<file path="src/rtl/vga_timing_pkg.sv">
// 640x480@60 timing constants, the per-axis phase type and its decode helper.
package vga_timing_pkg;

  localparam int H_ACTIVE_D = 640;
  localparam int H_FP_D     = 16;
  localparam int H_SYNC_D   = 96;
  localparam int H_BP_D     = 48;
  localparam int V_ACTIVE_D = 480;
  localparam int V_FP_D     = 10;
  localparam int V_SYNC_D   = 2;
  localparam int V_BP_D     = 33;

  localparam int H_TOTAL = H_ACTIVE_D + H_FP_D + H_SYNC_D + H_BP_D;
  localparam int V_TOTAL = V_ACTIVE_D + V_FP_D + V_SYNC_D + V_BP_D;

  localparam int CNT_W = 10;

  typedef enum logic [1:0] {PH_ACTIVE, PH_FRONT, PH_SYNC, PH_BACK} phase_e;

  // Boundaries are the first count of FRONT, SYNC and BACK respectively.
  function automatic phase_e axis_phase(input logic [CNT_W-1:0] c,
                                        input logic [CNT_W-1:0] fp_start,
                                        input logic [CNT_W-1:0] sync_start,
                                        input logic [CNT_W-1:0] bp_start);
    if (c < fp_start)   return PH_ACTIVE;
    if (c < sync_start) return PH_FRONT;
    if (c < bp_start)   return PH_SYNC;
    return PH_BACK;
  endfunction

endpackage

</file>
<file path="src/rtl/vga_axis_counter.sv">
// One raster axis: wrapping counter plus look-ahead of its next value and phase,
// so the top can register outputs that line up with the counter.
module vga_axis_counter
  import vga_timing_pkg::*;
#(
  parameter int ACTIVE = H_ACTIVE_D,
  parameter int FP     = H_FP_D,
  parameter int SYNC   = H_SYNC_D,
  parameter int BP     = H_BP_D
) (
  input  logic             clkglobal,
  input  logic             reset,
  input  logic             en,
  output logic [CNT_W-1:0] cnt_next,
  output phase_e           phase_next,
  output logic             wrap
);

  localparam int TOTAL = ACTIVE + FP + SYNC + BP;
  localparam logic [CNT_W-1:0] LAST       = CNT_W'(TOTAL - 1);
  localparam logic [CNT_W-1:0] FP_START   = CNT_W'(ACTIVE);
  localparam logic [CNT_W-1:0] SYNC_START = CNT_W'(ACTIVE + FP);
  localparam logic [CNT_W-1:0] BP_START   = CNT_W'(ACTIVE + FP + SYNC);

  logic [CNT_W-1:0] cnt_q, cnt_d;

  always_comb begin
    wrap  = en && (cnt_q == LAST);
    cnt_d = cnt_q;
    if (en) cnt_d = wrap ? '0 : cnt_q + CNT_W'(1);
    cnt_next   = cnt_d;
    phase_next = axis_phase(cnt_d, FP_START, SYNC_START, BP_START);
  end

  // Parked on the last count so the first enable after reset lands on 0.
  always_ff @(posedge clkglobal or negedge reset) begin
    if (!reset) cnt_q <= LAST;
    else        cnt_q <= cnt_d;
  end

endmodule

</file>
<file path="src/rtl/vga_sync_gen.sv">
// VGA raster generator: two axis counters and registered sync/video/coordinate
// outputs loaded from the counters' next values on each pixel enable.
module vga_sync_gen
  import vga_timing_pkg::*;
#(
  parameter int   H_ACTIVE = H_ACTIVE_D,
  parameter int   H_FP     = H_FP_D,
  parameter int   H_SYNC   = H_SYNC_D,
  parameter int   H_BP     = H_BP_D,
  parameter int   V_ACTIVE = V_ACTIVE_D,
  parameter int   V_FP     = V_FP_D,
  parameter int   V_SYNC   = V_SYNC_D,
  parameter int   V_BP     = V_BP_D,
  parameter logic SYNC_POL = 1'b0
) (
  input  logic             clkglobal,
  input  logic             reset,
  input  logic             pix_en,
  output logic             hsync,
  output logic             vsync,
  output logic             video_on,
  output logic [CNT_W-1:0] pixel_x,
  output logic [CNT_W-1:0] pixel_y,
  output logic             line_tick,
  output logic             frame_tick
);

  localparam logic [CNT_W-1:0] H_LAST = CNT_W'(H_ACTIVE + H_FP + H_SYNC + H_BP - 1);
  localparam logic [CNT_W-1:0] V_LAST = CNT_W'(V_ACTIVE + V_FP + V_SYNC + V_BP - 1);

  logic [CNT_W-1:0] h_cnt_next, v_cnt_next;
  phase_e           h_phase_next, v_phase_next;
  logic             h_wrap, v_wrap, v_en;

  assign v_en = pix_en & h_wrap;

  vga_axis_counter #(
    .ACTIVE(H_ACTIVE), .FP(H_FP), .SYNC(H_SYNC), .BP(H_BP)
  ) u_h (
    .clkglobal (clkglobal),
    .reset     (reset),
    .en        (pix_en),
    .cnt_next  (h_cnt_next),
    .phase_next(h_phase_next),
    .wrap      (h_wrap)
  );

  vga_axis_counter #(
    .ACTIVE(V_ACTIVE), .FP(V_FP), .SYNC(V_SYNC), .BP(V_BP)
  ) u_v (
    .clkglobal (clkglobal),
    .reset     (reset),
    .en        (v_en),
    .cnt_next  (v_cnt_next),
    .phase_next(v_phase_next),
    .wrap      (v_wrap)
  );

  logic             hsync_q, hsync_d;
  logic             vsync_q, vsync_d;
  logic             video_on_q, video_on_d;
  logic [CNT_W-1:0] pixel_x_q, pixel_x_d;
  logic [CNT_W-1:0] pixel_y_q, pixel_y_d;
  logic             line_tick_q, line_tick_d;
  logic             frame_tick_q, frame_tick_d;

  always_comb begin
    hsync_d      = hsync_q;
    vsync_d      = vsync_q;
    video_on_d   = video_on_q;
    pixel_x_d    = pixel_x_q;
    pixel_y_d    = pixel_y_q;
    line_tick_d  = 1'b0;
    frame_tick_d = 1'b0;
    if (pix_en) begin
      hsync_d      = (h_phase_next == PH_SYNC) ? SYNC_POL : ~SYNC_POL;
      vsync_d      = (v_phase_next == PH_SYNC) ? SYNC_POL : ~SYNC_POL;
      video_on_d   = (h_phase_next == PH_ACTIVE) && (v_phase_next == PH_ACTIVE);
      pixel_x_d    = h_cnt_next;
      pixel_y_d    = v_cnt_next;
      line_tick_d  = h_wrap;
      frame_tick_d = h_wrap & v_wrap;
    end
  end

  always_ff @(posedge clkglobal or negedge reset) begin
    if (!reset) begin
      hsync_q      <= ~SYNC_POL;
      vsync_q      <= ~SYNC_POL;
      video_on_q   <= 1'b0;
      pixel_x_q    <= H_LAST;
      pixel_y_q    <= V_LAST;
      line_tick_q  <= 1'b0;
      frame_tick_q <= 1'b0;
    end else begin
      hsync_q      <= hsync_d;
      vsync_q      <= vsync_d;
      video_on_q   <= video_on_d;
      pixel_x_q    <= pixel_x_d;
      pixel_y_q    <= pixel_y_d;
      line_tick_q  <= line_tick_d;
      frame_tick_q <= frame_tick_d;
    end
  end

  assign hsync      = hsync_q;
  assign vsync      = vsync_q;
  assign video_on   = video_on_q;
  assign pixel_x    = pixel_x_q;
  assign pixel_y    = pixel_y_q;
  assign line_tick  = line_tick_q;
  assign frame_tick = frame_tick_q;

endmodule

</file>
<file path="config.mk">
export PLATFORM = sky130hd
export DESIGN_NAME = vga_sync_gen
export DESIGN_NICKNAME = d
export VERILOG_FILES = /design/src/rtl/vga_timing_pkg.sv /design/src/rtl/vga_axis_counter.sv /design/src/rtl/vga_sync_gen.sv
export SDC_FILE = /design/constraint.sdc
export NUM_CORES = 1
export LEC_CHECK = 0
export BUFFER_PORTS_ARGS = -buffer_cell sky130_fd_sc_hd__buf_2
export CORE_MARGIN = 3
export CORE_UTILIZATION = 60
export CTS_BUF_LIST = sky130_fd_sc_hd__clkbuf_8
export DETAILED_ROUTE_END_ITERATION = 16
export PLACE_DENSITY_LB_ADDON = 0.08
export SLEW_MARGIN = 20
export SYNTH_ARGS = -nofsm -noshare
export SYNTH_HDL_FRONTEND = slang
export SYNTH_SLANG_ARGS = --single-unit
</file>
<file path="constraint.sdc">
create_clock -name clkglobal -period 4.4 [get_ports clkglobal]
set_clock_uncertainty 0.15 [all_clocks]
set_input_delay 0.88 -clock clkglobal [delete_from_list [all_inputs] [get_ports clkglobal]]
set_output_delay 0.88 -clock clkglobal [all_outputs]
set_load 0.005 [all_outputs]
</file>
After elaboration in Yosys (flattened, before gate mapping):

Cells that the tools add are included.

* add/subtract/negate cells: 2
* $lt $le $gt $ge: 6
* equal/unequal tests: 4
* mux-type cells: 32
* bitwise gates (word level): 2
* reduce and logical (&&, ||, !) cells: 5

Operators by type and width (number)
* $mux W10: 4
* $lt A10 B10 Y1 const B: 3
* $lt A10 B9 Y1 const B: 3
* $mux W2: 12
* $add A10 B1 Y10 const B: 2
* $eq A10 B10 Y1 const B: 2
* $mux W1: 16
* $eq A2 B2 Y1 const B: 2
* $logic_not A2 Y1: 2
* $logic_and A1 B1 Y1: 3
* $and A1 B1 Y1: 2

* bits in registers: 45
* input port bits: 3

Logic depth before layout (Yosys ltp):

* depth in word-level cells: 16
* depth in mapped cells: 9

Hierarchy:

A second synthesis with hierarchy kept.

* cells, all modules: 186
* area, all modules: 2275.9 µm²

Modules (own cells, without submodules)
* vga_sync_gen: times used 1, cells each 58, area an instance 1018.5 µm², seq. area each 640.6 µm²
* vga_axis_counter at u_v: times used 1, cells each 72, area an instance 664.4 µm², seq. area each 254.0 µm²
* vga_axis_counter at u_h: times used 1, cells each 56, area an instance 593.1 µm², seq. area each 259.0 µm²

Least setup slack after synthesis:

Ideal clock, no wire load.

* kind: input -> register
* start point: in pix_en
* end point: reg vsync_q (netlist: vsync)
* library setup time: 0.083 ns
* arrival time: 3.075 ns
* required time: 4.167 ns
* path slack: 1.092 ns
* stages on the path: 9
* path through: clkbuf_1 -> nand3_1 -> or4_4 -> buf_6 -> inv_4 -> nand3_1 -> xor2_1 -> or4_4 -> o32a_1

* word-level cells in the longest chain between the ends: 14
* elaborated cells on any way between the ends: 21

RTL lines
* from (decl): RTL line vga_sync_gen.sv:18 `input logic pix_en,`
* $logic_and A1 B1 Y1: RTL line vga_axis_counter.sv:28 `wrap = en && (cnt_q == LAST);`
* $and A1 B1 Y1: RTL line vga_sync_gen.sv:35 `assign v_en = pix_en & h_wrap;`
* $logic_and A1 B1 Y1: RTL line vga_axis_counter.sv:28
* $mux W10 (2 in series): RTL line vga_axis_counter.sv:30 `if (en) cnt_d = wrap ? '0 : cnt_q + CNT_W'(1);`
* $lt A10 B9 Y1: RTL line vga_timing_pkg.sv:27 `if (c < bp_start) return PH_SYNC;`
* $mux W1 (2 in series): RTL line vga_timing_pkg.sv:27
* $mux W1: RTL line vga_timing_pkg.sv:26 `if (c < sync_start) return PH_FRONT;`
* $mux W2: RTL line vga_timing_pkg.sv:28 `return PH_BACK;`
* $mux W2: RTL line vga_timing_pkg.sv:27
* $mux W2: RTL line vga_timing_pkg.sv:26
* $eq A2 B2 Y1: RTL line vga_sync_gen.sv:77 `vsync_d = (v_phase_next == PH_SYNC) ? SYNC_POL : ~SYNC_POL;`
* $mux W1: RTL line vga_sync_gen.sv:77
* to (signal assigned): RTL line vga_sync_gen.sv:89 `vsync_q <= ~SYNC_POL;`
* to (signal assigned): RTL line vga_sync_gen.sv:97 `vsync_q <= vsync_d;`
* to (decl): RTL line vga_sync_gen.sv:60 `logic vsync_q, vsync_d;`

Several ways; a longest one is shown, not always the timed one. The select of a mux whose other input is x is not followed.
A chain may end at the register's enable or synchronous reset.

Worst setup path in the final report:

* start point: reg u_h.cnt_q[0]
* end point: reg vsync_q (netlist: vsync)

* word-level cells in the longest chain between the ends: 15
* elaborated cells on any way between the ends: 22

RTL lines
* from (decl): RTL line vga_axis_counter.sv:25 `logic [CNT_W-1:0] cnt_q, cnt_d;`
* from (signal assigned): RTL line vga_axis_counter.sv:38 `else cnt_q <= cnt_d;`
* $eq A10 B10 Y1 (*): RTL line vga_axis_counter.sv:28
* $logic_and A1 B1 Y1 (*): RTL line vga_axis_counter.sv:28
* $and A1 B1 Y1 (*): RTL line vga_sync_gen.sv:35
* $logic_and A1 B1 Y1: RTL line vga_axis_counter.sv:28
* $mux W10: RTL line vga_axis_counter.sv:30
* $mux W10 (*): RTL line vga_axis_counter.sv:30
* $lt A10 B9 Y1: RTL line vga_timing_pkg.sv:27
* $mux W1 (2 in series): RTL line vga_timing_pkg.sv:27
* $mux W1: RTL line vga_timing_pkg.sv:26
* $mux W2: RTL line vga_timing_pkg.sv:28
* $mux W2: RTL line vga_timing_pkg.sv:27
* $mux W2 (*): RTL line vga_timing_pkg.sv:26
* $eq A2 B2 Y1 (*): RTL line vga_sync_gen.sv:77
* $mux W1 (*): RTL line vga_sync_gen.sv:77

Mark *: on every way between the ends. The rest lies on a longest branch, timed or not. The select of a mux whose other input is x is not followed.

==> results.py <==
metrics = {
    "placement": {
        "port_buffers": 27,
        "dp_hpwl_um": 2818,
        "gp_congestion": 0.8139,
    },
    "critical_path": {
        "r2r_cells": 8,
        "crit_start": "u_h.cnt_q[0]",
        "rr_endpoint": "vsync",
        "regToRegStartpoint": "u_h.cnt_q[0]",
        "cp_max_fo": 15,
        "worstSetupEndpoint": "vsync",
        "cp-start-kind": "flip-flop",
        "setup.worst_path.class": "flip-flop to flip-flop",
        "worstPathRequired_ns": 4.47,
        "crit_arrival_ns": 3.31,
        "r2r_setup_slack_ns": 1.16,
        "critPathCaptureType": "flip-flop",
    },
    "cts": {
        "path_clk_slew_ns": 0.08,
        "clock-sinks": 45,
        "cts_tree": "done",
        "numCtsBuffers": 5,
        "cts_root_buf": "clkbuf_8",
        "cts_resized": 0,
        "clkLatencyLatePin_ns": 0.29,
        "holdBufCountCts": 0,
        "postCtsSetupBuffers": 0,
        "clock_path_buffers": 2,
        "htreeDepth": 2,
    },
    "finish": {
        "final.fill_count": 248,
        "diodes": 0,
        "mostFrequentLayoutCells": "buf_2, dfrtp_1, dfstp_2, nand2_1, nand3_1",
        "multi_input_area_um2": 838.3,
        "drive_above_1_share_pct": 31.00,
        "syn2layout_area_growth_pct": 11.22,
        "fin_nets": 234,
        "seq_area_um2": 1154,
        "final_util_pct": 72.77,
        "layout_commonest_cell": "buf_2",
    },
    "sta": {
        "slew_violations": 0,
        "relSlewSlack_pct": 37.72,
        "tightest_slew_ns": 0.9341,
        "fin_crit_ns": 3.241,
        "final_hold_viol_count": 0,
        "fin_crit_sh_pct": 73.66,
        "setup_violations": 0,
        "fin_tns_setup_ns": 0,
        "rsz0062_at_grt": "false",
        "clock.fmax_mhz": 308.6,
    },
    "routing": {
        "viasPerCell": 5.802,
        "drtAntennaViolNets": 0,
        "drtIter0Drc": 114,
        "wl_per_cell_um": 14.79,
        "wirelength_um": 4039,
        "post-route-drc-count": 0,
        "vias": 1584,
        "firstDrtPassIters": 4,
    },
    "logic_synthesis": {
        "synth_nets": 209,
        "ys_seq_area_share_pct": 55.04,
        "synth-async-reset-ratio_pct": 100.0,
        "synth_seq_cells": 45,
        "postSynthAreaPerCell_um2": 10.32,
        "synth.distinct_cells": 38,
        "synth-edff-count": 0,
        "syn_inst": 203,
        "netlist_area_um2": 2096,
        "synth_flop_cell": "dfrtp_1",
        "yosysWarnings": 0,
    },
    "grt": {
        "grt_pass1_wl_um": 6920,
        "grt_max_degree": 46,
        "antenna_found_initial": 0,
        "gr-usage-all-layers_pct": 20.96,
        "grt_pass1_vias": 1534,
        "globalRoute.totalOverflow": 0,
    },
    "die": {
        "start_util_pct": 65.43,
        "coreArea_um2": 3203,
        "pin_count": 28,
        "die_h_um": 65.10,
        "die_area_um2": 4238,
        "rows": 20,
        "die_w_um": 65.10,
    },
    "run_status": {
        "run_status": "completed",
    },
    "power_and_ir_drop": {
        "leakagePower_nw": 1.069,
        "power_density_nw_per_um2": 408.2,
        "max-vdd-ir-drop_uv": 238.5,
    },
    "min_path": {
        "min_path_type": "flip-flop to flip-flop",
    },
    "flow_run": {
        "drv_cap": 0,
    },
}
==> metrics by stage <==
step                      setup slack (ns)  hold WS (ns)  instance area (um^2)  total power, mW  cells
after floorplan                      1.092        0.3076                  2096           0.6534    203
after CTS                            1.157        0.3256                  2331           0.9607    273
after global placement               1.133        0.3082                  2248           0.7103    265
after global routing                 1.019        0.3534                  2331            1.007    273
after detailed placement             1.048        0.3137                  2248           0.7193    265
final                                1.159        0.3268                  2331           0.9515    273
==> layout make-up <==
cell class | count | area share (%)
clock inverter | 3 | 0.5904
inverter | 15 | 2.523
sequential | 45 | 49.49
timing repair buffer | 28 | 6.119
multi-input combinational | 133 | 35.96
tap | 44 | 2.362
clock buffer | 5 | 2.952
==> cells by family (layout without fill, tap and decap cells) <==
| kind of cell | count (synthesis) | count (layout) | share of synthesized area, % |
|---|---|---|---|
| AOI/OAI and AO/OA | 31 | 31 | 9.075 |
| xor gates and xnor gates | 14 | 14 | 5.851 |
| adders and majority gates | 3 | 3 | 1.791 |
| buffers and inverters | 25 | 51 | 4.955 |
| DFF | 45 | 45 | 55.04 |
| muxes | 8 | 8 | 4.239 |
| and+or+nand+nor | 77 | 77 | 19.04 |
==> synthesized netlist by cell type (3+ instances only) <==
| master | number | area, um^2 |
|---|---|---|
| or4_1 | 3 | 22.52 |
| mux2_2 | 7 | 78.83 |
| a21oi_1 | 10 | 50.05 |
| xnor2_1 | 8 | 70.07 |
| nand3_1 | 17 | 85.08 |
| dfstp_2 | 22 | 578.1 |
| inv_1 | 14 | 52.55 |
| clkbuf_1 | 9 | 33.78 |
| nor2_1 | 16 | 60.06 |
| ha_1 | 3 | 37.54 |
| xor2_1 | 6 | 52.55 |
| nand2_1 | 19 | 71.32 |
| nor3_1 | 3 | 15.01 |
| dfrtp_1 | 23 | 575.6 |
| o21ai_0 | 9 | 45.04 |
| nand4_1 | 4 | 25.02 |
| or3_1 | 4 | 25.02 |
==> state kept, by name (all words and copies together), names as in the netlist <==
register / cells
frame_tick: 1
vsync: 1
u_h.cnt_q: 10
line_tick: 1
u_v.cnt_q: 10
video_on: 1
hsync: 1
pixel_x: 10
pixel_y: 10
==> report_power, final <==
group | switching [mW] | internal [mW] | leakage (nW)
clock | 0.129 | 0.108 | 0.0491
combinational | 0.0909 | 0.0767 | 0.494
sequential | 0.0557 | 0.491 | 0.526
total | 0.276 | 0.676 | 1.07
==> layer usage <==
| layer | vias up | track usage [%] | share of wire [%] |
|---|---|---|---|
| li1 | 758 | - | - |
| met1 | 755 | 28.62 | 48 |
| met2 | 62 | 32.69 | 45 |
| met3 | 9 | 5.128 | 5.6 |
| met4 | 0 | 7.772 | 1.5 |
| met5 | - | 0 | 0 |
==> critical path, stage by stage, from the launching register on <==
cell	delay (ns)
dfstp_2	0.59
ha_1	0.31
nand2_1	0.13
or4_4	0.63
inv_4	0.16
nand3_1	0.10
xor2_1	0.19
or4_4	0.56
o32a_1	0.35
==> worst min path at each step <==
stage,from,to,slack (ns),depth (start not counted)
after floorplan,pixel_x[1],pixel_x[1],0.31,2
after global placement,pixel_x[1],pixel_x[1],0.31,2
after detailed placement,pixel_x[1],pixel_x[1],0.31,2
after CTS,pixel_x[1],pixel_x[1],0.33,2
after global routing,pixel_x[3],pixel_x[3],0.35,2
final,pixel_x[3],pixel_x[3],0.33,2
Power figures use the tool's default switching activity.
